[config.mk]
export PLATFORM = sky130hd
export DESIGN_NAME = vga_timing_gen_flat
export DESIGN_NICKNAME = d
export VERILOG_FILES = /design/src/rtl/vga_timing_pkg.sv /design/src/rtl/vga_timing_gen_if.sv /design/src/rtl/vga_axis_counter.sv /design/src/rtl/vga_timing_gen.sv /design/src/flat_wrapper.sv
export SDC_FILE = /design/constraint.sdc
export NUM_CORES = 1
export LEC_CHECK = 0
export CORE_UTILIZATION = 30
export CTS_CLUSTER_DIAMETER = 80
export DETAILED_ROUTE_END_ITERATION = 6
export DONT_BUFFER_PORTS = 1
export SLEW_MARGIN = 20
export SYNTH_ARGS = -nofsm -noshare
export SYNTH_HDL_FRONTEND = slang
export SYNTH_SLANG_ARGS = --single-unit
[constraint.sdc]
create_clock -name clk -period 3.1 [get_ports clk]
set_input_delay 0.465 -clock clk [delete_from_list [all_inputs] [get_ports clk]]
set_output_delay 0.465 -clock clk [all_outputs]
set_load 0.02 [all_outputs]
[src/rtl/vga_timing_pkg.sv]
// Shared constants for the VGA timing generator.
// Holds the default 640x480@60 geometry, the counter widths and the helper that
// derives a full line/frame length from its four segments.
package vga_timing_pkg;

  localparam int unsigned X_W   = 11;  // CounterX width
  localparam int unsigned Y_W   = 10;  // CounterY width
  localparam int unsigned DIV_W = 3;   // pixel divider width, CLK_DIV up to 8

  localparam int unsigned CLK_DIV_DEF  = 2;
  localparam int unsigned H_ACTIVE_DEF = 640;
  localparam int unsigned H_FP_DEF     = 16;
  localparam int unsigned H_SYNC_DEF   = 96;
  localparam int unsigned H_BP_DEF     = 48;
  localparam int unsigned V_ACTIVE_DEF = 480;
  localparam int unsigned V_FP_DEF     = 10;
  localparam int unsigned V_SYNC_DEF   = 2;
  localparam int unsigned V_BP_DEF     = 33;

  // Total length of one axis: visible + front porch + sync + back porch.
  function automatic int unsigned axis_total(input int unsigned active, input int unsigned fp,
                                             input int unsigned sync, input int unsigned bp);
    return active + fp + sync + bp;
  endfunction

  localparam int unsigned H_TOTAL_DEF = axis_total(H_ACTIVE_DEF, H_FP_DEF, H_SYNC_DEF, H_BP_DEF);
  localparam int unsigned V_TOTAL_DEF = axis_total(V_ACTIVE_DEF, V_FP_DEF, V_SYNC_DEF, V_BP_DEF);

endpackage

[src/rtl/vga_timing_gen_if.sv]
// Timing bundle between the VGA timing generator and its consumer.
//   vga_en        : run enable from the consumer side
//   pix_en        : one-clk pixel strobe
//   CounterX/Y    : current pixel / line position
//   inDisplayArea : position is in the visible region
//   vga_h_sync/v  : sync outputs
//   line_start    : pulse when CounterX wraps to 0
//   frame_start   : pulse when the position wraps to (0,0)
// master = generator side, slave = consumer side.
interface vga_timing_gen_if;

  logic                         vga_en;
  logic                         pix_en;
  logic [vga_timing_pkg::X_W-1:0] CounterX;
  logic [vga_timing_pkg::Y_W-1:0] CounterY;
  logic                         inDisplayArea;
  logic                         vga_h_sync;
  logic                         vga_v_sync;
  logic                         line_start;
  logic                         frame_start;

  modport master (
    input  vga_en,
    output pix_en, CounterX, CounterY, inDisplayArea, vga_h_sync, vga_v_sync, line_start,
           frame_start
  );

  modport slave (
    output vga_en,
    input  pix_en, CounterX, CounterY, inDisplayArea, vga_h_sync, vga_v_sync, line_start,
           frame_start
  );

endinterface

[src/rtl/vga_axis_counter.sv]
// One timing axis (horizontal or vertical) of the VGA generator.
//   clk, rst_n  : clock, asynchronous active-low reset
//   clr         : synchronous clear to 0 (timing idle)
//   step        : advance by one this clk
//   wrap_count  : axis length; count wraps from wrap_count-1 to 0
//   sync_start/sync_stop : sync window [start, stop)
//   active_lim  : visible positions are count < active_lim
//   count       : registered position
//   wrap        : step taken at the last position (count returns to 0 next clk)
//   in_sync/in_active : decoded from the next-state count so a registered copy
//                       lines up with count
module vga_axis_counter
  import vga_timing_pkg::*;
#(
  parameter int unsigned Width = X_W
) (
  input  logic             clk,
  input  logic             rst_n,
  input  logic             clr,
  input  logic             step,
  input  logic [Width-1:0] wrap_count,
  input  logic [Width-1:0] sync_start,
  input  logic [Width-1:0] sync_stop,
  input  logic [Width-1:0] active_lim,
  output logic [Width-1:0] count,
  output logic             wrap,
  output logic             in_sync,
  output logic             in_active
);

  localparam logic [Width-1:0] One = Width'(1);

  logic [Width-1:0] count_q, count_d;

  assign wrap = step && (count_q == wrap_count - One);

  always_comb begin
    count_d = count_q;
    if (clr || wrap) begin
      count_d = '0;
    end else if (step) begin
      count_d = count_q + One;
    end
  end

  always_ff @(posedge clk or negedge rst_n) begin
    if (!rst_n) begin
      count_q <= '0;
    end else begin
      count_q <= count_d;
    end
  end

  assign count     = count_q;
  assign in_sync   = (count_d >= sync_start) && (count_d < sync_stop);
  assign in_active = (count_d < active_lim);

endmodule

[src/rtl/vga_timing_gen.sv]
// VGA timing generator: divides clk down to a pixel strobe and walks a
// (CounterX, CounterY) raster, producing syncs, display-area flag and
// line/frame start pulses. All outputs are registered and change together.
//   clk   : system clock
//   rst_n : asynchronous active-low reset
//   bus   : vga_timing_gen_if.master (vga_en in, all timing signals out)
// With vga_en low the raster is held at (0,0), strobes and the display flag
// are 0 and both syncs are inactive; re-enabling behaves like reset release.
module vga_timing_gen
  import vga_timing_pkg::*;
#(
  parameter int unsigned CLK_DIV  = CLK_DIV_DEF,
  parameter int unsigned H_ACTIVE = H_ACTIVE_DEF,
  parameter int unsigned H_FP     = H_FP_DEF,
  parameter int unsigned H_SYNC   = H_SYNC_DEF,
  parameter int unsigned H_BP     = H_BP_DEF,
  parameter int unsigned V_ACTIVE = V_ACTIVE_DEF,
  parameter int unsigned V_FP     = V_FP_DEF,
  parameter int unsigned V_SYNC   = V_SYNC_DEF,
  parameter int unsigned V_BP     = V_BP_DEF,
  parameter bit          SYNC_ACT = 1'b0
) (
  input logic              clk,
  input logic              rst_n,
  vga_timing_gen_if.master bus
);

  localparam int unsigned      H_TOTAL  = axis_total(H_ACTIVE, H_FP, H_SYNC, H_BP);
  localparam int unsigned      V_TOTAL  = axis_total(V_ACTIVE, V_FP, V_SYNC, V_BP);
  localparam logic [DIV_W-1:0] DIV_LAST = DIV_W'(CLK_DIV - 1);

  logic [DIV_W-1:0] div_q, div_d;
  logic             run, tick, h_step;
  logic [X_W-1:0]   h_count;
  logic [Y_W-1:0]   v_count;
  logic             h_wrap, h_in_sync, h_in_active;
  logic             v_wrap, v_in_sync, v_in_active;
  logic             pix_en_q, line_start_q, frame_start_q, disp_q, h_sync_q, v_sync_q;

  assign run    = bus.vga_en;
  assign tick   = (div_q == DIV_LAST);
  // Raster moves on the same edge that raises pix_en, so the strobe and the
  // new position appear in the same clk.
  assign h_step = run && tick;

  always_comb begin
    div_d = '0;
    if (run && !tick) begin
      div_d = div_q + DIV_W'(1);
    end
  end

  vga_axis_counter #(
    .Width(X_W)
  ) u_h_axis (
    .clk       (clk),
    .rst_n     (rst_n),
    .clr       (!run),
    .step      (h_step),
    .wrap_count(X_W'(H_TOTAL)),
    .sync_start(X_W'(H_ACTIVE + H_FP)),
    .sync_stop (X_W'(H_ACTIVE + H_FP + H_SYNC)),
    .active_lim(X_W'(H_ACTIVE)),
    .count     (h_count),
    .wrap      (h_wrap),
    .in_sync   (h_in_sync),
    .in_active (h_in_active)
  );

  vga_axis_counter #(
    .Width(Y_W)
  ) u_v_axis (
    .clk       (clk),
    .rst_n     (rst_n),
    .clr       (!run),
    .step      (h_wrap),
    .wrap_count(Y_W'(V_TOTAL)),
    .sync_start(Y_W'(V_ACTIVE + V_FP)),
    .sync_stop (Y_W'(V_ACTIVE + V_FP + V_SYNC)),
    .active_lim(Y_W'(V_ACTIVE)),
    .count     (v_count),
    .wrap      (v_wrap),
    .in_sync   (v_in_sync),
    .in_active (v_in_active)
  );

  always_ff @(posedge clk or negedge rst_n) begin
    if (!rst_n) begin
      div_q         <= '0;
      pix_en_q      <= 1'b0;
      line_start_q  <= 1'b0;
      frame_start_q <= 1'b0;
      disp_q        <= 1'b0;
      h_sync_q      <= ~SYNC_ACT;
      v_sync_q      <= ~SYNC_ACT;
    end else begin
      div_q         <= div_d;
      pix_en_q      <= h_step;
      line_start_q  <= h_wrap;
      // v_wrap already implies h_wrap: the position returns to (0,0).
      frame_start_q <= v_wrap;
      disp_q        <= run && h_in_active && v_in_active;
      h_sync_q      <= (run && h_in_sync) ? SYNC_ACT : ~SYNC_ACT;
      v_sync_q      <= (run && v_in_sync) ? SYNC_ACT : ~SYNC_ACT;
    end
  end

  assign bus.pix_en        = pix_en_q;
  assign bus.CounterX      = h_count;
  assign bus.CounterY      = v_count;
  assign bus.inDisplayArea = disp_q;
  assign bus.vga_h_sync    = h_sync_q;
  assign bus.vga_v_sync    = v_sync_q;
  assign bus.line_start    = line_start_q;
  assign bus.frame_start   = frame_start_q;

endmodule

[src/flat_wrapper.sv]
// flat-port wrapper written by rule: the top's interface ports become plain ports
module vga_timing_gen_flat import vga_timing_pkg::*;
#(
  parameter int unsigned CLK_DIV  = CLK_DIV_DEF,
  parameter int unsigned H_ACTIVE = H_ACTIVE_DEF,
  parameter int unsigned H_FP     = H_FP_DEF,
  parameter int unsigned H_SYNC   = H_SYNC_DEF,
  parameter int unsigned H_BP     = H_BP_DEF,
  parameter int unsigned V_ACTIVE = V_ACTIVE_DEF,
  parameter int unsigned V_FP     = V_FP_DEF,
  parameter int unsigned V_SYNC   = V_SYNC_DEF,
  parameter int unsigned V_BP     = V_BP_DEF,
  parameter bit          SYNC_ACT = 1'b0
)
  (clk, rst_n, bus_vga_en, bus_pix_en, bus_CounterX, bus_CounterY, bus_inDisplayArea, bus_vga_h_sync, bus_vga_v_sync, bus_line_start, bus_frame_start);
  vga_timing_gen_if bus_i ();
  input logic clk;
  input logic rst_n;
  input wire logic [$bits(bus_i.vga_en)-1:0] bus_vga_en;
  output wire logic [$bits(bus_i.pix_en)-1:0] bus_pix_en;
  output wire logic [$bits(bus_i.CounterX)-1:0] bus_CounterX;
  output wire logic [$bits(bus_i.CounterY)-1:0] bus_CounterY;
  output wire logic [$bits(bus_i.inDisplayArea)-1:0] bus_inDisplayArea;
  output wire logic [$bits(bus_i.vga_h_sync)-1:0] bus_vga_h_sync;
  output wire logic [$bits(bus_i.vga_v_sync)-1:0] bus_vga_v_sync;
  output wire logic [$bits(bus_i.line_start)-1:0] bus_line_start;
  output wire logic [$bits(bus_i.frame_start)-1:0] bus_frame_start;
  assign bus_i.vga_en = bus_vga_en;
  assign bus_pix_en = bus_i.pix_en;
  assign bus_CounterX = bus_i.CounterX;
  assign bus_CounterY = bus_i.CounterY;
  assign bus_inDisplayArea = bus_i.inDisplayArea;
  assign bus_vga_h_sync = bus_i.vga_h_sync;
  assign bus_vga_v_sync = bus_i.vga_v_sync;
  assign bus_line_start = bus_i.line_start;
  assign bus_frame_start = bus_i.frame_start;
  vga_timing_gen #(.CLK_DIV(CLK_DIV), .H_ACTIVE(H_ACTIVE), .H_FP(H_FP), .H_SYNC(H_SYNC), .H_BP(H_BP), .V_ACTIVE(V_ACTIVE), .V_FP(V_FP), .V_SYNC(V_SYNC), .V_BP(V_BP), .SYNC_ACT(SYNC_ACT)) u_core (.clk(clk), .rst_n(rst_n), .bus(bus_i));
endmodule
# [Yosys cells after proc, flatten, opt, wreduce, memory -nomap -nowiden]
# Index checks and enable logic that the tools add are counted.
[word_totals] reg_bits=30 latch_bits=0 ramBits=0 romBits=0 memories=0
[classes] n_addsub=3 n_mul=0 div=0 n_lt_le_gt_ge=6 n_eq_ne=3 shifts=0 muxes=7 bitwise=0 n_reduce_logical=14
[op_table] operator="$lt 11x10->1 const B" n=2
[op_table] operator="$mux 11" n=2
[op_table] operator="$lt 10x9->1 const B" n=2
[op_table] operator="$mux 10" n=2
[op_table] operator="$add 11x1->11 const B" n=1
[op_table] operator="$eq 11x10->1 const B" n=1
[op_table] operator="$ge 11x10->1 const B" n=1
[op_table] operator="$add 10x1->10 const B" n=1
[op_table] operator="$eq 10x10->1 const B" n=1
[op_table] operator="$ge 10x9->1 const B" n=1
[op_table] operator="$logic_and 1x1->1" n=10
[op_table] operator="$add 3x1->3 const B" n=1
[op_table] operator="$eq 3x1->1 const B" n=1
[op_table] operator="$mux 3" n=1
[op_table] operator="$logic_not 1->1" n=2
[op_table] operator="$logic_or 1x1->1" n=2
[op_table] operator="$mux 1" n=2

# [Longest topological paths before layout]
# Gate-level depths: netlist of the first run.
[depth] word_depth=10 mapped_depth=9

# [Cells and area by module]
# A second synthesis of the first run with hierarchy kept.
[unflattened] cells_unflattened=436 area_unflattened_um2=3688.5
[modules_own_cells] module="vga_axis_counter (u_core.u_h_axis)" instances=1 cells_per_inst=222 area_each_um2=1765.4 seq_area_each_um2=275.3
[modules_own_cells] module="vga_axis_counter (u_core.u_v_axis)" instances=1 cells_per_inst=189 area_each_um2=1596.5 seq_area_each_um2=250.2
[modules_own_cells] module="vga_timing_gen" instances=1 cells_per_inst=25 area_each_um2=326.6 seq_area_each_um2=227.7

# [Worst setup path after synthesis of the first run]
# Ideal clock, no wire load.
[synth_path] path_type="reg-to-reg" from="register u_core.u_h_axis.count_q[6] (netlist: u_core.u_h_axis.count[6])" to="register u_core.disp_q (netlist: u_core.bus.inDisplayArea)" setup_time_ps=134 t_arrival_ps=2328 t_required_ps=2966 slack_ps=638 path_stages_with_launch=8 synth_period_minus_slack_ps=2462 cell_sequence="dfrtp_1 -> buf_6 -> or4_1 -> or4_4 -> buf_6 -> or4_1 -> o21ai_0 -> nor4_1"
[synth_via] elab_chain_len=7
[synth_lines] element="start: declaration" line_no="vga_axis_counter.sv:33" rtl="logic [Width-1:0] count_q, count_d;"
[synth_lines] element="start signal: assignment" line_no="vga_axis_counter.sv:50" rtl="count_q <= count_d;"
[synth_lines] element="parallel branches: the longest is 6 deep, another holds $add 11x1->11"
[synth_lines] element="$logic_and 1x1->1 *" line_no="vga_timing_gen.sv:102" rtl="disp_q <= run && h_in_active && v_in_active;"
[synth_lines] element="end signal: assignment" line_no="vga_timing_gen.sv:102"
[synth_lines] element="end: declaration" line_no="vga_timing_gen.sv:38" rtl="logic pix_en_q, line_start_q, frame_start_q, disp_q, h_sync_q, v_sync_q;"
# Every way passes the cells marked *.

# [Worst setup path after layout of the first run]
[layout_path] from="register u_core.u_h_axis.count_q[7] (netlist: u_core.u_h_axis.count[7])" to="register u_core.disp_q (netlist: u_core.bus.inDisplayArea)"
[layout_via] elab_chain_len=7
[layout_lines] element="$eq 11x10->1 *" line_no="vga_axis_counter.sv:35" rtl="assign wrap = step && (count_q == wrap_count - One);"
[layout_lines] element="$logic_and 1x1->1 *" line_no="vga_axis_counter.sv:35"
[layout_lines] element="via u_core.h_wrap" line_no="vga_timing_gen.sv:36" rtl="logic h_wrap, h_in_sync, h_in_active;"
[layout_lines] element="$logic_or 1x1->1 / $logic_and 1x1->1 (equally long branches)" line_no="vga_axis_counter.sv:39, vga_axis_counter.sv:35"
[layout_lines] element="$mux 11 / $logic_or 1x1->1 (equally long branches)" line_no="vga_axis_counter.sv:39" rtl="if (clr || wrap) begin"
[layout_lines] element="$lt 11x10->1 / $mux 10 (equally long branches)" line_no="vga_axis_counter.sv:56, vga_axis_counter.sv:39"
[layout_lines] element="$logic_and 1x1->1 / $lt 10x9->1 (equally long branches)" line_no="vga_timing_gen.sv:102, vga_axis_counter.sv:56"
[layout_lines] element="$logic_and 1x1->1 *" line_no="vga_timing_gen.sv:102"
# Mark *: on every way through the listed nets, which the timed path passes. The rest lies on a longest branch.

==> metrics, run 1 <==
Core Region=around 5100 um^2; Initial Util=31.3%; sequential area share after synthesis=a little under half; DR WL met3=roughly 250 um; deepest clock path buffer count=2; register area=753 um^2; routed wire length=3440 um; port bufs=0; asr flop ratio synth=100%; MaxCap Viol Count=0; Worst-Margin Slew=0.564 ns; remaining routing DRC violations=0; drt first pass iters=4; Die H=roughly 75 um; gpl congestion=0.811; design area=~1800 um^2; crit path launch type=flop; area leader, netlist=dfrtp_1; min Tclk post-route=2.60 ns; largest net degree at the start of global routing=29; area occupied by multi-input gates=between 700 and 800 um^2; Max Clock Skew=just under 0.009 ns; share of cells above drive strength 1=between 10% and 20%; Syn-to-layout area delta=13.2%; Routed WL per cell=14.1 um; Reg2Reg Depth=7; # clock sinks=30; Worst-Skew Late Latency=0.28 ns; final core utilization=35.4%; Diodes inserted=0; max_slew headroom=approximately 62%; reg2reg end=u_core.bus.inDisplayArea$_DFF_PN0_; Post-DP HPWL=around 2400 um; syn avg cell area=9.63 um^2; CP Max Fanout=11; Post-synth EDFFs=0; final antenna-violating net count=0; Slew Viols, Final=0; fin crit share=between 80 and 90%; IO Count=30; DIE WIDTH=around 75 um; TritonCTS Buffers=5; count leader, synth=dfrtp_1; CP Capture Type=flop; initial antenna violation count=0; Vias/cell=between 4 and 5; status=complete, no violations; Vias=~1200; grt total ovfl=0; metal1 wirelength=between 1500 and 2000 um; first-pass GRT wire length=~5500 um; nets=roughly 180; Yosys cell types=38; #FFs+latches synth=30; Hold Vio Cnt, Final=0; Critical Path RT=3.25 ns; vias in the first global route=between 1000 and 1500; Cell Area, Synth=roughly 1600 um^2; Post-synth top cells=dfrtp_1, nor2_1, nand2_1, xnor2_1; # rows=26; worst hold-check path type=input port to async pin; Worst Setup SP=u_core.u_h_axis.count[7]$_DFF_PN0_; RSZ-0062 raised after global routing=false; Iteration-0 DRC Markers=roughly 100; Worst Path Arrival=roughly 2.8 ns; final setup vio count=0; FF-to-FF setup slack=0.50 ns; syn nets=between 150 and 200; CTS tree=done; final setup TNS=0 ns; synth top area cells=dfrtp_1, nor2_1, xnor2_1, xor2_1, ha_1; placed cell area=approximately 1700 um^2; CP Class=flop to flop; Total Die Area=5660 um^2; fill count=around 550; Cells after Synth=between 150 and 200; ys flop type=dfrtp_1; Power Density=roughly 450 nW/um^2; RR Startpoint=u_core.u_h_axis.count[7]$_DFF_PN0_; gr usage total=between 10% and 20%; highest metal used=met4; YS warnings=0; Yosys top cell area share=a little over two fifths; clock root buffer master=clkbuf_8; met2 wire length=1540 um; Max VDD drop=between 0.15 and 0.2 mV; f_max=385 MHz; # H-tree levels=2; Clock transition at path regs=0.07 ns; Leak=slightly below 0.8 nW
per-stage QoR:
step                      hold slack (ns)  worst slack [ns]  power [mW]  instances
after global routing              0.00389             0.346       0.854        244
after CTS                          0.0116             0.500       0.831        244
after detailed placement            0.170             0.512       0.447        234
after floorplan                     0.169             0.638       0.442        167
after global placement              0.171             0.552       0.447        234
final                              0.0212             0.500       0.822        244
state kept, by name, indices dropped and copies added, names as in the netlist:
register	cells
u_core.bus.frame_start	1
u_core.bus.inDisplayArea	1
u_core.bus.line_start	1
u_core.bus.pix_en	1
u_core.bus.vga_h_sync	1
u_core.bus.vga_v_sync	1
u_core.div_q	3
u_core.u_h_axis.count	11
u_core.u_v_axis.count	10
area by class of cell:
type                       count  share of cell area (%)
multi-input combinational    122                    43.0
sequential                    30                    41.4
clock buffer                   8                    6.05
tap                           70                    4.81
timing repair buffer           5                    2.89
inverter                       9                    1.86
worst max path at each step:
stage / end / depth (start not counted) / slack (ns)
4_1_cts: u_core.bus.inDisplayArea$_DFF_PN0_ / 7 / 0.50
2_1_floorplan: u_core.bus.inDisplayArea$_DFF_PN0_ / 7 / 0.64
3_5_place_dp: u_core.bus.vga_v_sync$_DFF_PN1_ / 7 / 0.51
5_1_grt: u_core.bus.inDisplayArea$_DFF_PN0_ / 7 / 0.35
3_3_place_gp: u_core.bus.inDisplayArea$_DFF_PN0_ / 7 / 0.55
6_report: u_core.bus.inDisplayArea$_DFF_PN0_ / 7 / 0.50
layer usage:
layer / vias to the layer above / track usage [%]
li1: 581 / -
met1: 566 / 18.5
met2: 39 / 19.5
met3: 6 / 4.42
met4: 0 / 6.17
met5: - / 0
power by group:
part / internal [mW] / switching (mW) / total [mW] / leakage [nW]
combinational: 0.0144 / 0.0235 / 0.0379 / 0.303
clock: 0.224 / 0.147 / 0.371 / 0.0575
sequential: 0.400 / 0.0124 / 0.413 / 0.407
total: 0.639 / 0.183 / 0.822 / 0.768
layout by cell type (no fill, tap or decap), types with 2 or more instances in the layout:
master	n
mux2i_1	2
and3_1	2
dfstp_2	2
nand2_1	13
buf_4	3
nor2b_1	3
ha_1	5
nor3_1	4
and2_1	3
nand3_1	7
nor2_1	26
xnor2_1	11
dfrtp_1	28
clkbuf_8	8
xor2_1	8
inv_1	8
a21oi_1	2
nand4_1	7
nor3b_1	2
a211oi_1	2
nand4b_1	3
o21ai_0	3
nor4_1	4
or4_1	3
critical path: stages (launching register included):
cell     delay, ns
dfrtp_1       0.50
or4_1         0.55
or4_4         0.53
inv_2         0.16
nand3_1       0.10
xor2_1        0.19
nor4_2        0.34
nor4_1        0.09
kinds of logic (layout without fill, tap and decap cells):
family          Yosys count  in the layout  share of synthesized area, %
flops                    30             30                          46.8
xor+xnor                 19             19                          10.4
fa+ha+maj                 5              5                          3.89
buf+inv                  15             22                          4.51
simple gates             86             86                          29.2
mux                       2              2                          1.25
compound gates           10             10                          3.97
timing repair:
action | CTS | global route
resized for setup | 0 | 0
hold endpoints to repair | 28 | 0
endpoints found under the setup margin | 0 | 0
hold buffers | 2 | 0
buffers inserted | 0 | 0
(Power assumes the default switching activity.)
==> run 2: changes to the inputs <==
==> constraint.sdc (replaced) <==
create_clock -name clk -period 2.67 [get_ports clk]
set_input_delay 0.4005 -clock clk [delete_from_list [all_inputs] [get_ports clk]]
set_output_delay 0.4005 -clock clk [all_outputs]
set_load 0.02 [all_outputs]
==> run 2 against run 1 <==
Net effect:
- largest cell class unchanged
- largest power group unchanged
- non-clock buffer count is 9 higher
- sequential power grew 15%
- via count is 4.8% higher
- final cell count grew 3.7%
- hold slack improved by 0.18 ns
- core utilization is 1.2 points higher
- first-iteration DRC count down 12%
- wire length rose by 3.0%
==> metrics, run 2 (synthesis gave the netlist of run 1 again) <==
post-CTS setup buffer count=0; CP Max Fanout=11; Worst Path Arrival=between 2 and 3 ns; Syn-to-layout area delta=17.1%; f_max=approximately 410 MHz; Initial Util=between 30% and 40%; status=complete, no violations; most frequent cells in the layout=dfrtp_1, nor2_1, nand2_1; gpl congestion=0.813; Max VDD drop=approximately 0.16 mV; Clock transition at path regs=roughly 0.060 ns; Critical Path RT=2.86 ns; max_slew headroom=58.9%; routed wire length=3540 um; fill count=between 500 and 600; Post-DP HPWL=around 2500 um; Routed WL per cell=roughly 14 um; # clock sinks=30; IO Count=30; design area=1880 um^2; Power Density=about 500 nW/um^2; TritonCTS Buffers=5; Max Clock Skew=~0.0016 ns; Worst-Margin Slew=between 0.6 and 0.7 ns; Iteration-0 DRC Markers=89; Largest stage delay, worst path=0.66 ns; remaining routing DRC violations=0; WHS=0.199 ns; first-pass GRT wire length=5900 um; port bufs=0; Slew Viols, Final=0; RSZ-0062 raised after global routing=false; Diodes inserted=0; slowest CP cell=or4_4; min Tclk post-route=about 2.4 ns; initial antenna violation count=0; share of cells above drive strength 1=between 15 and 20%; placed cell area=1750 um^2; Total Die Area=~5700 um^2; CP Class=flop to flop; area occupied by multi-input gates=782 um^2; gr usage total=~14%; Vias=1249; clock root buffer master=clkbuf_8; Leak=0.812 nW; vias in the first global route=~1200; critical-path cell list=inv_1 -> ha_1 -> nand4b_1 -> or4_4 -> inv_2 -> nand2_1 -> or4_1 -> a21oi_1 -> nand4_1; CP Capture Type=flop; grt total ovfl=0; MaxCap Viol Count=0; post_cts resized=0; deepest clock path buffer count=2; # rows=26; max FFs per register=11; drt first pass iters=4; nets=between 150 and 200; Hold Vio Cnt, Final=0; # H-tree levels=2; crit path launch type=flop; final setup vio count=0; worst hold-check path type=input port to flop; CTS tree=done; Core Region=roughly 5100 um^2; Die H=75.2 um; Worst-Skew Late Latency=roughly 0.27 ns; most common cell after layout, fill and taps aside=dfrtp_1; final setup TNS=0 ns; largest net degree at the start of global routing=31; Vias/cell=around 4.9; fin crit share=about nine tenths; final antenna-violating net count=0; DIE WIDTH=75.2 um; register area=between 700 and 800 um^2
[run 2: worst paths after layout]
path                       slack [ns]                 startpoint  depth (start not counted)                                 end
max in group asynchronous        1.87                      rst_n                          2     u_core.bus.vga_h_sync$_DFF_PN1_
hold reg to reg                  0.48  u_core.div_q[0]$_DFF_PN0_                          1           u_core.div_q[0]$_DFF_PN0_
setup reg to reg                 0.24  u_core.div_q[1]$_DFF_PN0_                          9     u_core.bus.vga_v_sync$_DFF_PN1_
min in group asynchronous        0.56                      rst_n                          2  u_core.u_v_axis.count[7]$_DFF_PN0_
hold / removal                   0.20                 bus_vga_en                          1     u_core.bus.vga_v_sync$_DFF_PN1_
setup / recovery                 0.24  u_core.div_q[1]$_DFF_PN0_                          9     u_core.bus.vga_v_sync$_DFF_PN1_
[run 2: power by group]
group          internal [mW]  leakage (nW)  switching [mW]
logic                 0.0199         0.352          0.0348
clock network          0.279        0.0524           0.163
registers              0.465         0.407         0.00947
total                  0.764         0.812           0.207
[run 2: worst max-delay path: cells and delay by family, from the launching register on]
kind,cells,cell delay (ns)
simple gates,5,1.40
compound gates,1,0.16
fa+ha+maj,1,0.19
buf+inv,2,0.21
flops,1,0.38
[run 2: timing repair]
item | CTS | global route
hold buffers | 2 | 0
endpoints found under the hold margin | 30 | 0
endpoints found under the setup margin | 0 | 2
[run 2: area by class of cell]
| type | instances | area share [%] |
|---|---|---|
| Clock inverter | 1 | 1.59 |
| Clock buffer | 7 | 4.05 |
| Sequential cell | 30 | 40.0 |
| Inverter | 9 | 1.79 |
| Timing Repair Buffer | 14 | 6.38 |
| Multi-Input combinational cell | 122 | 41.5 |
| Tap cell | 70 | 4.65 |
[run 2: metal layers]
metal	routed length, um	vias to the layer above	GRT usage, %
li1	-	600	-
met1	1650	609	18.2
met2	1590	33	21.3
met3	217	7	4.69
met4	85	0	6.58
met5	0	-	0
[run 2: metrics by stage]
stage	setup WS, ns	cells	utilization (%)	total power [mW]
after floorplan	0.208	167	-	0.514
after global placement	0.205	243	34.0	0.523
after detailed placement	0.157	243	34.0	0.525
after CTS	0.145	253	36.6	0.988
after global routing	0.0589	253	36.6	1.02
final	0.242	253	36.6	0.970
